**src/rtl/digit_sprite_renderer.sv**
```systemverilog
// Address generator and pixel realignment stage for a 20x20 digit sprite ROM.
// Sprite position/enable are latched at frame start so a moving digit never tears.
module digit_sprite_renderer #(
    parameter int                SPR_W       = 20,
    parameter int                SPR_H       = 20,
    parameter int                ADDR_W      = 10,
    parameter int                DATA_W      = 8,
    parameter int                COORD_W     = 10,
    parameter logic [DATA_W-1:0] TRANSPARENT = 8'h00
) (
    input  logic               i_clk2,
    input  logic               i_rst,
    input  logic               i_pix_en,
    input  logic [COORD_W-1:0] i_x,
    input  logic [COORD_W-1:0] i_y,
    input  logic               i_frame_start,
    input  logic [COORD_W-1:0] i_pos_x,
    input  logic [COORD_W-1:0] i_pos_y,
    input  logic               i_enable,
    output logic [ADDR_W-1:0]  o_numberaddr,
    input  logic [DATA_W-1:0]  i_numberdata,
    output logic               o_hit,
    output logic [DATA_W-1:0]  o_pixel
);

    localparam logic signed [COORD_W:0] SPR_W_S = (COORD_W+1)'(SPR_W);
    localparam logic signed [COORD_W:0] SPR_H_S = (COORD_W+1)'(SPR_H);

    // Row-major sprite address; only called with 0 <= dx < SPR_W, 0 <= dy < SPR_H.
    function automatic logic [ADDR_W-1:0] sprite_addr(
        input logic signed [COORD_W:0] dx,
        input logic signed [COORD_W:0] dy
    );
        return ADDR_W'(dy * SPR_W_S + dx);
    endfunction

    logic [COORD_W-1:0] pos_x_sh;
    logic [COORD_W-1:0] pos_y_sh;
    logic               enable_sh;

    logic signed [COORD_W:0] dx_p0;
    logic signed [COORD_W:0] dy_p0;
    logic                    in_region_p0;
    logic [ADDR_W-1:0]       addr_p0;

    logic [ADDR_W-1:0]       addr_p1;
    logic                    vld_p1;

    logic                    opaque_p1;
    logic                    hit_p2;
    logic [DATA_W-1:0]       pixel_p2;

    // Shadow registers: loaded on frame start, independent of the pixel strobe.
    always_ff @(posedge i_clk2 or posedge i_rst) begin
        if (i_rst) begin
            pos_x_sh  <= '0;
            pos_y_sh  <= '0;
            enable_sh <= 1'b0;
        end else if (i_frame_start) begin
            pos_x_sh  <= i_pos_x;
            pos_y_sh  <= i_pos_y;
            enable_sh <= i_enable;
        end
    end

    // Stage 0: region test on one extra sign bit so off-screen edges never wrap.
    always_comb begin
        dx_p0        = $signed({1'b0, i_x}) - $signed({1'b0, pos_x_sh});
        dy_p0        = $signed({1'b0, i_y}) - $signed({1'b0, pos_y_sh});
        in_region_p0 = enable_sh
                    && !dx_p0[COORD_W] && (dx_p0 < SPR_W_S)
                    && !dy_p0[COORD_W] && (dy_p0 < SPR_H_S);
        addr_p0      = in_region_p0 ? sprite_addr(dx_p0, dy_p0) : '0;
    end

    // Stage 1: ROM address register.
    always_ff @(posedge i_clk2 or posedge i_rst) begin
        if (i_rst) begin
            addr_p1 <= '0;
            vld_p1  <= 1'b0;
        end else if (i_pix_en) begin
            addr_p1 <= addr_p0;
            vld_p1  <= in_region_p0;
        end
    end

    assign o_numberaddr = addr_p1;
    assign opaque_p1    = vld_p1 && (i_numberdata != TRANSPARENT);

    // Stage 2: ROM data realigned with the valid flag.
    always_ff @(posedge i_clk2 or posedge i_rst) begin
        if (i_rst) begin
            hit_p2   <= 1'b0;
            pixel_p2 <= '0;
        end else if (i_pix_en) begin
            hit_p2   <= opaque_p1;
            pixel_p2 <= opaque_p1 ? i_numberdata : '0;
        end
    end

    assign o_hit   = hit_p2;
    assign o_pixel = pixel_p2;

endmodule

```
**config.mk**
```make
export PLATFORM = sky130hd
export DESIGN_NAME = digit_sprite_renderer
export DESIGN_NICKNAME = d
export VERILOG_FILES = /design/src/rtl/digit_sprite_renderer.sv
export SDC_FILE = /design/constraint.sdc
export NUM_CORES = 1
export LEC_CHECK = 0
export CAP_MARGIN = 20
export CELL_PAD_IN_SITES_DETAIL_PLACEMENT = 0
export CELL_PAD_IN_SITES_GLOBAL_PLACEMENT = 1
export CORE_MARGIN = 10
export CORE_UTILIZATION = 45
export CTS_CLUSTER_DIAMETER = 80
export DETAILED_ROUTE_END_ITERATION = 10
export DONT_BUFFER_PORTS = 1
export PLACE_DENSITY_LB_ADDON = 0.1
export SLEW_MARGIN = 20
export SYNTH_ARGS = -nofsm -noshare
export SYNTH_HDL_FRONTEND = slang
export SYNTH_SLANG_ARGS = --single-unit
```
**constraint.sdc**
```tcl
create_clock -name i_clk2 -period 4.3 [get_ports i_clk2]
set_input_delay 0.43 -clock i_clk2 [delete_from_list [all_inputs] [get_ports i_clk2]]
set_output_delay 0.43 -clock i_clk2 [all_outputs]
set_load 0.02 [all_outputs]
```
**Word-level counts from Yosys, hierarchy flattened**

Cells that the tools add are included.

- Bits in registers: 41
- Output and inout port bits: 19
- Logic and storage cells: 23

- Add/sub/neg operators: 3
- Multiply operators: 1
- Magnitude comparators: 2
- Multiplexer cells: 2
- Reductions and logical operators: 8

Operator list:

| kind | count |
|---|---|
| $lt A11 B6 Y1 const B | 2 |
| $sub A10 B10 Y11 | 2 |
| $mul A11 B4 Y8 const B | 1 |
| $add A10 B10 Y10 | 1 |
| $mux W10 | 1 |
| $mux W8 | 1 |
| $reduce_bool A8 Y1 | 1 |
| $logic_and A1 B1 Y1 | 5 |
| $logic_not A1 Y1 | 2 |

**Depth between registers and ports, before layout**

Gate-level depths: netlist of the first run.

- Depth in word-level cells: 7
- Mapped depth: 20
- Depth with buffers taken out: 20

**Worst setup path after synthesis of the first run**

No wires, ideal clock.

- Kind: input to register
- Start: input i_y[0]
- End: register addr_p1[9], in the netlist o_numberaddr[9]
- Data arrival time: 3.606 ns
- Data required time: 4.219 ns
- Slack: 0.613 ns
- Stages on the path: 20
- Buffers on the path: 0
- Path through: inv_1 ha_1 inv_1 fa_1 a21o_1 a21oi_1 xnor2_1 nor2_1 or2_2 inv_1 ha_1 a21o_1 a21oi_1 xnor2_1 ha_1 o21a_1 nor2_1 a21oi_1 xnor3_1 o22ai_2

- Longest elaborated chain between the ends: 5

Ends and longest elaborated chain:

| element | line | RTL |
|---|---|---|
| start, declared | 15 | `input logic [COORD_W-1:0] i_y,` |
| $sub A10 B10 Y11 (*) | 69 | `dy_p0 = $signed({1'b0, i_y}) - $signed({1'b0, pos_y_sh});` |
| parallel branches: the longest is 3 deep, another holds $mul A11 B4 Y8 | n/a |  |
| $mux W10 (*) | 73 | `addr_p0 = in_region_p0 ? sprite_addr(dx_p0, dy_p0) : '0;` |
| end signal, assigned | 82 | `addr_p1 <= addr_p0;` |
| end, declared | 46 | `logic [ADDR_W-1:0] addr_p1;` |

Mark *: on every way between the ends.
A chain may end at the register's enable or synchronous reset.

**Worst setup path after layout of the first run**

- Start: register pos_y_sh[0]
- End: register addr_p1[9], in the netlist o_numberaddr[9]

- Longest elaborated chain between the ends: 5

Ends and longest elaborated chain:

| element | line | RTL |
|---|---|---|
| start, declared | 38 | `logic [COORD_W-1:0] pos_y_sh;` |
| start signal, assigned | 61 | `pos_y_sh <= i_pos_y;` |
| $sub A10 B10 Y11 (*) | 69 |  |
| parallel branches: the longest is 3 deep, another holds $mul A11 B4 Y8 | n/a |  |
| $mux W10 (*) | 73 |  |

Marks and branches as above.

==> impl_results.rst, run 1 <==
.. list-table::
   :header-rows: 1

   * - Metric
     - Value
   * - Initial core utilization
     - 0.461
   * - Setup slack on the worst flop-to-flop path
     - 560 ps
   * - Arrival time at the worst endpoint
     - 3970 ps
   * - Final layout net count
     - 443
   * - Final worst path period share
     - 0.869
   * - Number of buffers added for setup after CTS
     - 0
   * - Growth of design area from synthesis to finish
     - 5.50%
   * - Grt total ovfl
     - 0
   * - Total area of sequential cells
     - 1030 um^2
   * - Iteration-0 DRC count of the detailed router
     - 48
   * - Worst slack at placement
     - 404 ps
   * - Total design power
     - 1.47 mW
   * - Cell at the root of the clock tree
     - sky130_fd_sc_hd__clkbuf_8
   * - Post-route setup slack
     - 562 ps
   * - Clock transition at the register clock pins on the worst setup and hold paths after CTS
     - 80 ps
   * - Non-filler instance count after layout
     - 432
   * - Sum of negative setup slack
     - 0 ps
   * - Pin count of the biggest net entering global routing
     - 42
   * - Share of cells above drive strength 1
     - 0.0852
   * - Final core area utilization
     - 0.487
   * - DR pass1 iterations
     - 4
   * - Clock Path Buffers
     - 2
   * - Placed cells
     - 424
   * - Worst hold path type
     - in -> async
   * - Final HPWL DP
     - 5300 um
   * - Number of H-tree levels
     - 2
   * - Total number of clock tree sinks
     - 41
   * - Number of maximum-capacitance violations
     - 0
   * - Antenna violations before repair
     - 0
   * - Result of the run
     - finished clean
   * - Hold Worst Slack
     - 137 ps
   * - Height of the die
     - 103 um
   * - Average wire length per cell after detail routing
     - 15.3 um
   * - Final slew viol count
     - 0
   * - Post-Layout Inst Area
     - 3290 um^2
   * - Peak supply drop
     - 0.221 mV
   * - Overall routing resource usage
     - 0.132
   * - Via count normalized by instance count
     - 5.30
   * - Crit Reg-Reg Startpoint
     - pos_y_sh[0]
   * - Category of the most critical setup path
     - reg -> reg
   * - Main area contributors after synthesis
     - sky130_fd_sc_hd__dfrtp_1, sky130_fd_sc_hd__ha_1, sky130_fd_sc_hd__inv_1, sky130_fd_sc_hd__o21ai_0, sky130_fd_sc_hd__xnor2_1
   * - Logic depth of the worst register-to-register path
     - 19
   * - Diode count
     - 0
   * - Number of remaining DRC errors
     - 0
   * - Die W
     - 103 um
   * - Post-Synthesis Net Count
     - 444
   * - Via count of the first global-routing pass
     - 2352
   * - CP required
     - 4530 ps
   * - Synth cell types
     - 50
   * - Static leakage power
     - 1.55 nW
   * - Port Buffer Count
     - 0
   * - Count of state elements after synthesis
     - 41
   * - Core area
     - 6760 um^2
   * - Share of Yosys cell area claimed by the top area cell type
     - 0.329
   * - Dominant register cell in the synthesized netlist
     - sky130_fd_sc_hd__dfrtp_1
   * - Register area share after synthesis
     - 0.329
   * - Highest Clock Rate
     - 0.268 GHz
   * - Number of top-level pins
     - 72
   * - Actual transition at the worst max-transition pin
     - 521 ps
   * - Number of enable-type register cells in the synthesized netlist
     - 0
   * - Fraction of registers with async set/reset
     - 1.00
   * - Gate count of the mapped netlist
     - 352
   * - Count of cells resized by post-cts repair
     - 0
   * - RePlAce Congestion
     - 0.766
   * - Multi-input combinational cell area
     - 1830 um^2
   * - Antenna-violating nets left
     - 0
   * - Warnings from Yosys
     - 0
   * - Type of origin of the critical path
     - flop
   * - CTS buffer count
     - 5
   * - Total placed instance area
     - 3190 um^2
   * - Final count of hold timing violations
     - 0
   * - Number of cell rows
     - 30
   * - Count of vias placed by the detailed router
     - 2290
   * - CTS tree
     - built
   * - Number of failing setup endpoints in the final timing report
     - 0
   * - Min Tclk post-route
     - 3740 ps
   * - Unrepaired setup endpoints after global routing
     - no
   * - Critical register-to-register path endpoint
     - o_numberaddr[9]
   * - Wire length reported by the detailed router
     - 6610 um
   * - Critical path capture point type
     - flop
   * - Post-route clock skew
     - 5.55 ps
   * - Number of hold-repair buffers added at the cts stage
     - 0
   * - Leading area contributor after synthesis
     - sky130_fd_sc_hd__dfrtp_1
   * - Fill cell instance count of the final layout
     - 671
   * - Worst rel slew slack
     - 0.652
   * - Power Density
     - 448 nW/um^2
   * - Per-instance average area after synthesis
     - 8.85 um^2
   * - Wire length of the first global-routing pass
     - 11200 um
   * - Total Die Area
     - 10700 um^2
   * - Worst skew pair latency
     - 300 ps
   * - Post-synth design cell area
     - 3120 um^2
   * - Highest fanout seen on the critical path
     - 3
[synthesized netlist by cell type, types with 2 or more instances]
master	instances
sky130_fd_sc_hd__nand3_1	3
sky130_fd_sc_hd__clkbuf_1	8
sky130_fd_sc_hd__nor2b_1	3
sky130_fd_sc_hd__o211ai_1	2
sky130_fd_sc_hd__a21oi_1	17
sky130_fd_sc_hd__and3_1	2
sky130_fd_sc_hd__nand2b_1	4
sky130_fd_sc_hd__xor2_1	5
sky130_fd_sc_hd__and2_1	2
sky130_fd_sc_hd__inv_1	58
sky130_fd_sc_hd__mux2i_1	2
sky130_fd_sc_hd__nor4_1	3
sky130_fd_sc_hd__xnor2_1	13
sky130_fd_sc_hd__o2111ai_1	2
sky130_fd_sc_hd__nor3_1	5
sky130_fd_sc_hd__mux2_2	5
sky130_fd_sc_hd__a31oi_1	2
sky130_fd_sc_hd__a21o_1	8
sky130_fd_sc_hd__ha_1	35
sky130_fd_sc_hd__nor2_1	20
sky130_fd_sc_hd__o22ai_1	2
sky130_fd_sc_hd__o22ai_2	9
sky130_fd_sc_hd__o21a_1	5
sky130_fd_sc_hd__o21bai_1	3
sky130_fd_sc_hd__o21ai_0	37
sky130_fd_sc_hd__fa_1	4
sky130_fd_sc_hd__dfrtp_1	41
sky130_fd_sc_hd__a211oi_1	2
sky130_fd_sc_hd__nand2_1	29
[metal layers]
metal  wire length [um]  global-route usage
met5                  0                   0
met4                 87              0.0417
met3                675              0.0605
met2               2780               0.194
met1               3070               0.170
[worst max-delay path, cell delays in order (launching register included)]
cell and delay (ps):
sky130_fd_sc_hd__dfrtp_1 350, sky130_fd_sc_hd__ha_1 160, sky130_fd_sc_hd__inv_1 50, sky130_fd_sc_hd__fa_1 390
sky130_fd_sc_hd__a21o_1 190, sky130_fd_sc_hd__a21oi_1 210, sky130_fd_sc_hd__xnor2_1 190, sky130_fd_sc_hd__nor2_1 70
sky130_fd_sc_hd__or2_2 300, sky130_fd_sc_hd__inv_1 70, sky130_fd_sc_hd__ha_1 220, sky130_fd_sc_hd__a21o_1 170
sky130_fd_sc_hd__a21oi_1 160, sky130_fd_sc_hd__xnor2_1 80, sky130_fd_sc_hd__ha_1 310, sky130_fd_sc_hd__o21a_1 120
sky130_fd_sc_hd__nor2_1 40, sky130_fd_sc_hd__a21oi_1 160, sky130_fd_sc_hd__xnor3_1 340, sky130_fd_sc_hd__o22ai_2 90
[placed cells by master (no fill, tap or decap), drive strengths merged, types with 4 or more instances in the layout]
cell type  synthesis  final
inv               58     57
dfrtp             41     41
o21ai             37     37
ha                35     35
nand2             29     29
nor2              20     20
a21oi             17     17
xnor2             13     13
o22ai             11     11
a21o               8      8
clkbuf             8      7
mux2               6      6
nor3               5      5
o21a               5      5
xor2               5      5
nand2b             4      4
fa                 4      4
[area by class of cell]
class,instances,area share
Timing Repair Buffer,2,0.00457
Clock buffer,7,0.0293
Inverter,58,0.0662
Tap cell,80,0.0304
Sequential cell,41,0.312
Clock inverter,1,0.00152
Multi-Input combinational cell,243,0.556
[flip-flops by register name, indices dropped and copies added (netlist names)]
register and count:
pos_y_sh 10, pos_x_sh 10, enable_sh 1, vld_p1 1
o_hit 1, o_numberaddr 10, o_pixel 8
[kinds of logic (layout without fill, tap and decap cells)]
group / Yosys count / count (layout) / synth area share
AO/OA/AOI/OAI: 100 / 100 / 0.218
XOR/XNOR: 19 / 19 / 0.0578
adder cells (fa/ha/maj): 39 / 39 / 0.166
buffers and inverters: 68 / 68 / 0.0843
flip-flops: 41 / 41 / 0.329
multiplexers: 8 / 8 / 0.0293
AND/OR/NAND/NOR: 77 / 77 / 0.115
[power by group]
part | total (mW) | leakage (nW) | switching, mW | internal, mW
Clock | 0.283 | 0.0542 | 0.137 | 0.145
Combinational | 0.783 | 0.966 | 0.400 | 0.383
Sequential | 0.408 | 0.533 | 0.00488 | 0.403
Total | 1.47 | 1.55 | 0.542 | 0.931
[how the worst max path moves through the flow]
stage                           start               to  depth (start not counted)
after floorplan                i_y[0]  o_numberaddr[9]                         20
after global placement         i_y[0]  o_numberaddr[9]                         20
after detailed placement       i_y[0]  o_numberaddr[9]                         20
after CTS                 pos_y_sh[0]  o_numberaddr[9]                         19
after global routing      pos_y_sh[0]  o_numberaddr[9]                         19
final                     pos_y_sh[0]  o_numberaddr[9]                         19
No activity file was read; power rests on OpenSTA's default activity.
==> run 2, diff against run 1 <==
MAX_ROUTING_LAYER = met4   (was default)
==> run 2 against run 1 <==
Effect of this change:
- worst setup slack about the same
- global-route usage increased by 0.36 points
- power hardly changed
- sequential share of layout area stayed put
- non-clock buffer count unchanged
- utilization unchanged
- clock-buffer cell count is the same
- clock power hardly changed
- register-to-register slack is essentially flat
- cell area unchanged
- critical endpoint unchanged
==> impl_results.rst, run 2 (synthesized netlist as in run 1, its figures left out) <==
.. list-table::
   :header-rows: 1

   * - Metric
     - Value
   * - Result of the run
     - finished clean
   * - Post-Layout Inst Area
     - 3290 um^2
   * - Final slew viol count
     - 0
   * - CTS tree
     - built
   * - Logic depth of the worst register-to-register path
     - 19
   * - Sum of negative setup slack
     - 0 ps
   * - Worst hold path type
     - in -> async
   * - Total area of sequential cells
     - 1030 um^2
   * - Clock Path Buffers
     - 2
   * - Average wire length per cell after detail routing
     - 15.3 um
   * - Worst rel slew slack
     - 0.653
   * - Arrival time at the worst endpoint
     - 3970 ps
   * - Die W
     - 103 um
   * - Wire length of the first global-routing pass
     - 11200 um
   * - Category of the most critical setup path
     - reg -> reg
   * - Post-route clock skew
     - 5.30 ps
   * - Antenna-violating nets left
     - 0
   * - Overall routing resource usage
     - 0.136
   * - Static leakage power
     - 1.55 nW
   * - Post-route setup slack
     - 562 ps
   * - Height of the die
     - 103 um
   * - Clock transition at the register clock pins on the worst setup and hold paths after CTS
     - 80 ps
   * - Initial core utilization
     - 0.461
   * - Power Density
     - 448 nW/um^2
   * - Total design power
     - 1.47 mW
   * - CTS buffer count
     - 5
   * - Highest fanout seen on the critical path
     - 3
   * - Number of buffers added for setup after CTS
     - 0
   * - Final count of hold timing violations
     - 0
   * - Crit Reg-Reg Startpoint
     - pos_y_sh[0]
   * - Count of vias placed by the detailed router
     - 2296
   * - Number of remaining DRC errors
     - 0
   * - Fill cell instance count of the final layout
     - 671
   * - Actual transition at the worst max-transition pin
     - 521 ps
   * - Critical path capture point type
     - flop
   * - Critical Path Start
     - pos_y_sh[0]
   * - Critical path capture point
     - o_numberaddr[9]
   * - Multi-input combinational cell area
     - 1830 um^2
   * - Number of hold-repair buffers added at the cts stage
     - 0
   * - Commonest non-fill, non-tap cell in the layout
     - sky130_fd_sc_hd__inv_1
   * - Worst skew pair latency
     - 300 ps
   * - Cell at the root of the clock tree
     - sky130_fd_sc_hd__clkbuf_8
   * - Grt total ovfl
     - 0
   * - Min Tclk post-route
     - 3740 ps
   * - Final HPWL DP
     - 5300 um
   * - RePlAce Congestion
     - 0.776
   * - Via count normalized by instance count
     - 5.31
   * - Peak supply drop
     - 0.220 mV
   * - Pin count of the biggest net entering global routing
     - 42
   * - Number of maximum-capacitance violations
     - 0
   * - Final worst path period share
     - 0.869
   * - Wire length reported by the detailed router
     - 6600 um
   * - Count of cells resized by post-cts repair
     - 0
   * - Core area
     - 6760 um^2
   * - Leading cell types in the layout, fill and taps excluded
     - sky130_fd_sc_hd__inv_1, sky130_fd_sc_hd__dfrtp_1, sky130_fd_sc_hd__o21ai_0
   * - Unrepaired setup endpoints after global routing
     - no
   * - Share of cells above drive strength 1
     - 0.0852
   * - Worst slack at placement
     - 404 ps
   * - Number of cell rows
     - 30
   * - Port Buffer Count
     - 0
   * - Number of failing setup endpoints in the final timing report
     - 0
   * - Total number of clock tree sinks
     - 41
   * - Total placed instance area
     - 3190 um^2
   * - Antenna violations before repair
     - 0
   * - Final core area utilization
     - 0.487
   * - Diode count
     - 0
   * - Number of top-level pins
     - 72
   * - Type of origin of the critical path
     - flop
   * - Via count of the first global-routing pass
     - 2350
   * - Total Die Area
     - 10700 um^2
   * - DR pass1 iterations
     - 4
   * - Setup slack on the worst flop-to-flop path
     - 560 ps
   * - CP required
     - 4530 ps
   * - Highest Clock Rate
     - 0.268 GHz
   * - Critical register-to-register path endpoint
     - o_numberaddr[9]
   * - Final layout net count
     - 443
   * - Iteration-0 DRC count of the detailed router
     - 53
   * - Number of H-tree levels
     - 2
   * - Growth of design area from synthesis to finish
     - 5.50%
run 2: cell counts in the layout (fill, tap and decap cells not counted):
Identical to the previous run, type by type.
run 2: critical path: stages, from the launching register on:
cell and delay (ps):
sky130_fd_sc_hd__dfrtp_1 350, sky130_fd_sc_hd__ha_1 160, sky130_fd_sc_hd__inv_1 50, sky130_fd_sc_hd__fa_1 390
sky130_fd_sc_hd__a21o_1 190, sky130_fd_sc_hd__a21oi_1 200, sky130_fd_sc_hd__xnor2_1 190, sky130_fd_sc_hd__nor2_1 70
sky130_fd_sc_hd__or2_2 300, sky130_fd_sc_hd__inv_1 70, sky130_fd_sc_hd__ha_1 220, sky130_fd_sc_hd__a21o_1 170
sky130_fd_sc_hd__a21oi_1 160, sky130_fd_sc_hd__xnor2_1 80, sky130_fd_sc_hd__ha_1 310, sky130_fd_sc_hd__o21a_1 120
sky130_fd_sc_hd__nor2_1 40, sky130_fd_sc_hd__a21oi_1 160, sky130_fd_sc_hd__xnor3_1 340, sky130_fd_sc_hd__o22ai_2 90
run 2: worst min path at each step:
stage / to / cells past startpoint / slack, ps
floorplan: enable_sh / 1 / 480
global placement: o_numberaddr[1] / 2 / 480
detailed placement: o_numberaddr[0] / 2 / 490
CTS: o_numberaddr[0] / 2 / 160
global route: o_numberaddr[0] / 2 / 180
finish: o_numberaddr[0] / 2 / 140
run 2: area by class of cell:
type                       instances  share of cell area
sequential                        41               0.312
timing repair buffer               2             0.00457
inverter                          58              0.0662
tap                               80              0.0304
clock inverter                     1             0.00152
clock buffer                       7              0.0293
multi-input combinational        243               0.556
run 2: per-layer routing:
metal  share of wire  wire length [um]  track usage  up-vias
met3           0.091               601       0.0532        8
met4           0.013                85       0.0417        0
met5               0                 0            -        -
li1                -                 -            -     1199
met1            0.47              3130        0.174     1034
met2            0.42              2780        0.194       55
run 2: per-stage QoR:
stage | std cells | hold slack (ps)
floorplan | 352 | 481
global placement | 424 | 483
detailed placement | 424 | 488
CTS | 432 | 159
global route | 432 | 182
finish | 432 | 139
run 2: report_power, final:
part | internal [mW] | total [mW] | switching [mW]
sequential | 0.403 | 0.408 | 0.00488
combinational | 0.383 | 0.783 | 0.400
clock | 0.145 | 0.282 | 0.137
==> run 3, diff against run 2 <==
CORE_UTILIZATION = 48   (was 45)
==> run 3 against run 2 <==
Effect of this change:
- clock skew down 3.2 ps
- flip-flop and latch count unchanged
- worst setup slack worse by 180 ps
- cell count down 0.69%
- utilization up 3.1 points
- combinational power up 0.8%
- cell area down 0.68%
- register-to-register slack worse by 180 ps
- non-clock buffer count unchanged
- worst hold slack worse by 3.1 ps
- critical path depth unchanged
- sequential power about the same
- largest cell class unchanged
==> impl_results.rst, run 3 (synthesized netlist as in run 1, its figures left out) <==
.. list-table::
   :header-rows: 1

   * - Metric
     - Value
   * - Result of the run
     - finished clean
   * - Total Die Area
     - 10100 um^2
   * - Via count normalized by instance count
     - 5.35
   * - Setup slack on the worst flop-to-flop path
     - 380 ps
   * - DR pass1 iterations
     - 4
   * - Worst hold path type
     - in -> async
   * - Overall routing resource usage
     - 0.139
   * - Category of the most critical setup path
     - reg -> reg
   * - Count of cells resized by post-cts repair
     - 0
   * - Initial core utilization
     - 0.494
   * - Min Tclk post-route
     - 3920 ps
   * - Pin count of the biggest net entering global routing
     - 40
   * - Count of vias placed by the detailed router
     - 2295
   * - Final HPWL DP
     - 5450 um
   * - Crit Reg-Reg Startpoint
     - pos_y_sh[0]
   * - Antenna violations before repair
     - 0
   * - Worst rel slew slack
     - 0.512
   * - Commonest non-fill, non-tap cell in the layout
     - sky130_fd_sc_hd__inv_1
   * - Wire length reported by the detailed router
     - 6590 um
   * - CP required
     - 4530 ps
   * - Number of maximum-capacitance violations
     - 0
   * - Average wire length per cell after detail routing
     - 15.4 um
   * - Number of buffers added for setup after CTS
     - 0
   * - Growth of design area from synthesis to finish
     - 4.78%
   * - Actual transition at the worst max-transition pin
     - 731 ps
   * - Iteration-0 DRC count of the detailed router
     - 81
   * - Diode count
     - 0
   * - Die W
     - 101 um
   * - Leading cell types in the layout, fill and taps excluded
     - sky130_fd_sc_hd__inv_1, sky130_fd_sc_hd__dfrtp_1, sky130_fd_sc_hd__o21ai_0
   * - Slowest Stage Delay on Critical Path
     - 400 ps
   * - Arrival time at the worst endpoint
     - 4140 ps
   * - Sum of negative setup slack
     - 0 ps
   * - Final count of hold timing violations
     - 0
   * - CTS buffer count
     - 5
   * - Number of failing setup endpoints in the final timing report
     - 0
   * - Final worst path period share
     - 0.911
   * - Worst-path cell with the longest stage delay
     - sky130_fd_sc_hd__fa_1
   * - Antenna-violating nets left
     - 0
   * - Grt total ovfl
     - 0
   * - Type of origin of the critical path
     - flop
   * - Critical Path, Cell by Cell
     - ha_1 -> inv_1 -> fa_1 -> a21o_1 -> a21oi_1 -> xnor2_1 -> nor2_1 -> or2_2 -> inv_1 -> ha_1 -> a21o_1 -> a21oi_1 -> xnor2_1 -> ha_1 -> o21a_1 -> nor2_1 -> a21oi_1 -> xnor3_1 -> o22ai_2
   * - Static leakage power
     - 1.55 nW
   * - Final slew viol count
     - 0
   * - Total placed instance area
     - 3180 um^2
   * - Post-Layout Inst Area
     - 3270 um^2
   * - Number of remaining DRC errors
     - 0
   * - Critical register-to-register path endpoint
     - o_numberaddr[9]
   * - Number of cell rows
     - 29
   * - Clock Path Buffers
     - 2
   * - Unrepaired setup endpoints after global routing
     - no
   * - Port Buffer Count
     - 0
   * - Cell at the root of the clock tree
     - sky130_fd_sc_hd__clkbuf_8
   * - Height of the die
     - 101 um
   * - Number of hold-repair buffers added at the cts stage
     - 0
   * - Final layout net count
     - 443
   * - Post-route clock skew
     - 2.06 ps
   * - Total number of clock tree sinks
     - 41
   * - Share of cells above drive strength 1
     - 0.0824
   * - Hold Worst Slack
     - 136 ps
   * - Core area
     - 6310 um^2
   * - CTS tree
     - built
   * - Power Density
     - 443 nW/um^2
   * - Highest Clock Rate
     - 0.255 GHz
   * - Critical path capture point type
     - flop
   * - Clock transition at the register clock pins on the worst setup and hold paths after CTS
     - 80 ps
   * - Wire length of the first global-routing pass
     - 11100 um
   * - Logic depth of the worst register-to-register path
     - 19
   * - Highest fanout seen on the critical path
     - 3
   * - Peak supply drop
     - 0.318 mV
   * - Worst skew pair latency
     - 300 ps
   * - Via count of the first global-routing pass
     - 2374
   * - RePlAce Congestion
     - 0.767
   * - Number of H-tree levels
     - 2
   * - Number of top-level pins
     - 72
-- run 3: metrics by stage --
| step | util | std cells | power (mW) | setup slack, ps |
|---|---|---|---|---|
| 6_report | 0.517 | 429 | 1.45 | 382 |
| 2_1_floorplan | - | 352 | 1.09 | 613 |
| 3_3_place_gp | 0.504 | 421 | 1.19 | 419 |
| 5_1_grt | 0.517 | 429 | 1.58 | 142 |
| 4_1_cts | 0.517 | 429 | 1.47 | 356 |
| 3_5_place_dp | 0.504 | 421 | 1.21 | 280 |
-- run 3: layer usage --
metal / part of all wire / global-route usage / vias to the layer above
met1: 0.46 / 0.171 / 1033
met5: 0 / - / -
met4: 0.011 / 0.0391 / 0
met3: 0.097 / 0.0542 / 6
li1: - / - / 1195
met2: 0.44 / 0.206 / 61
-- run 3: worst max-delay path, delay by kind of cell, from the launching register on --
kind | cells | cell delay (ps)
compound gates | 7 | 1140
xor+xnor | 3 | 640
fa+ha+maj | 4 | 1140
buf+inv | 2 | 150
flops | 1 | 370
simple gates | 3 | 410
-- run 3: worst max-delay path by stage --
stage	start	end	slack, ps	cells after the start
floorplan	i_y[0]	o_numberaddr[9]	610	20
global placement	i_y[0]	o_numberaddr[9]	420	20
detailed placement	i_y[0]	o_numberaddr[9]	280	20
CTS	pos_y_sh[0]	o_numberaddr[9]	360	19
global route	pos_y_sh[0]	o_numberaddr[9]	140	19
finish	pos_y_sh[0]	o_numberaddr[9]	380	19
-- run 3: area by class of cell --
cell class / instances / area [um^2]
Inverter: 58 / 218
Clock buffer: 6 / 72.6
Clock inverter: 2 / 10.0
Multi-Input combinational cell: 243 / 1830
Fill cell: 606 / 3050
Sequential cell: 41 / 1030
Timing Repair Buffer: 2 / 15.0
Tap cell: 77 / 96.3
-- run 3: where the power goes --
group	internal, mW	total [mW]	switching (mW)
clock	0.113	0.248	0.136
combinational	0.383	0.789	0.407
sequential	0.403	0.408	0.00504
total	0.898	1.45	0.547
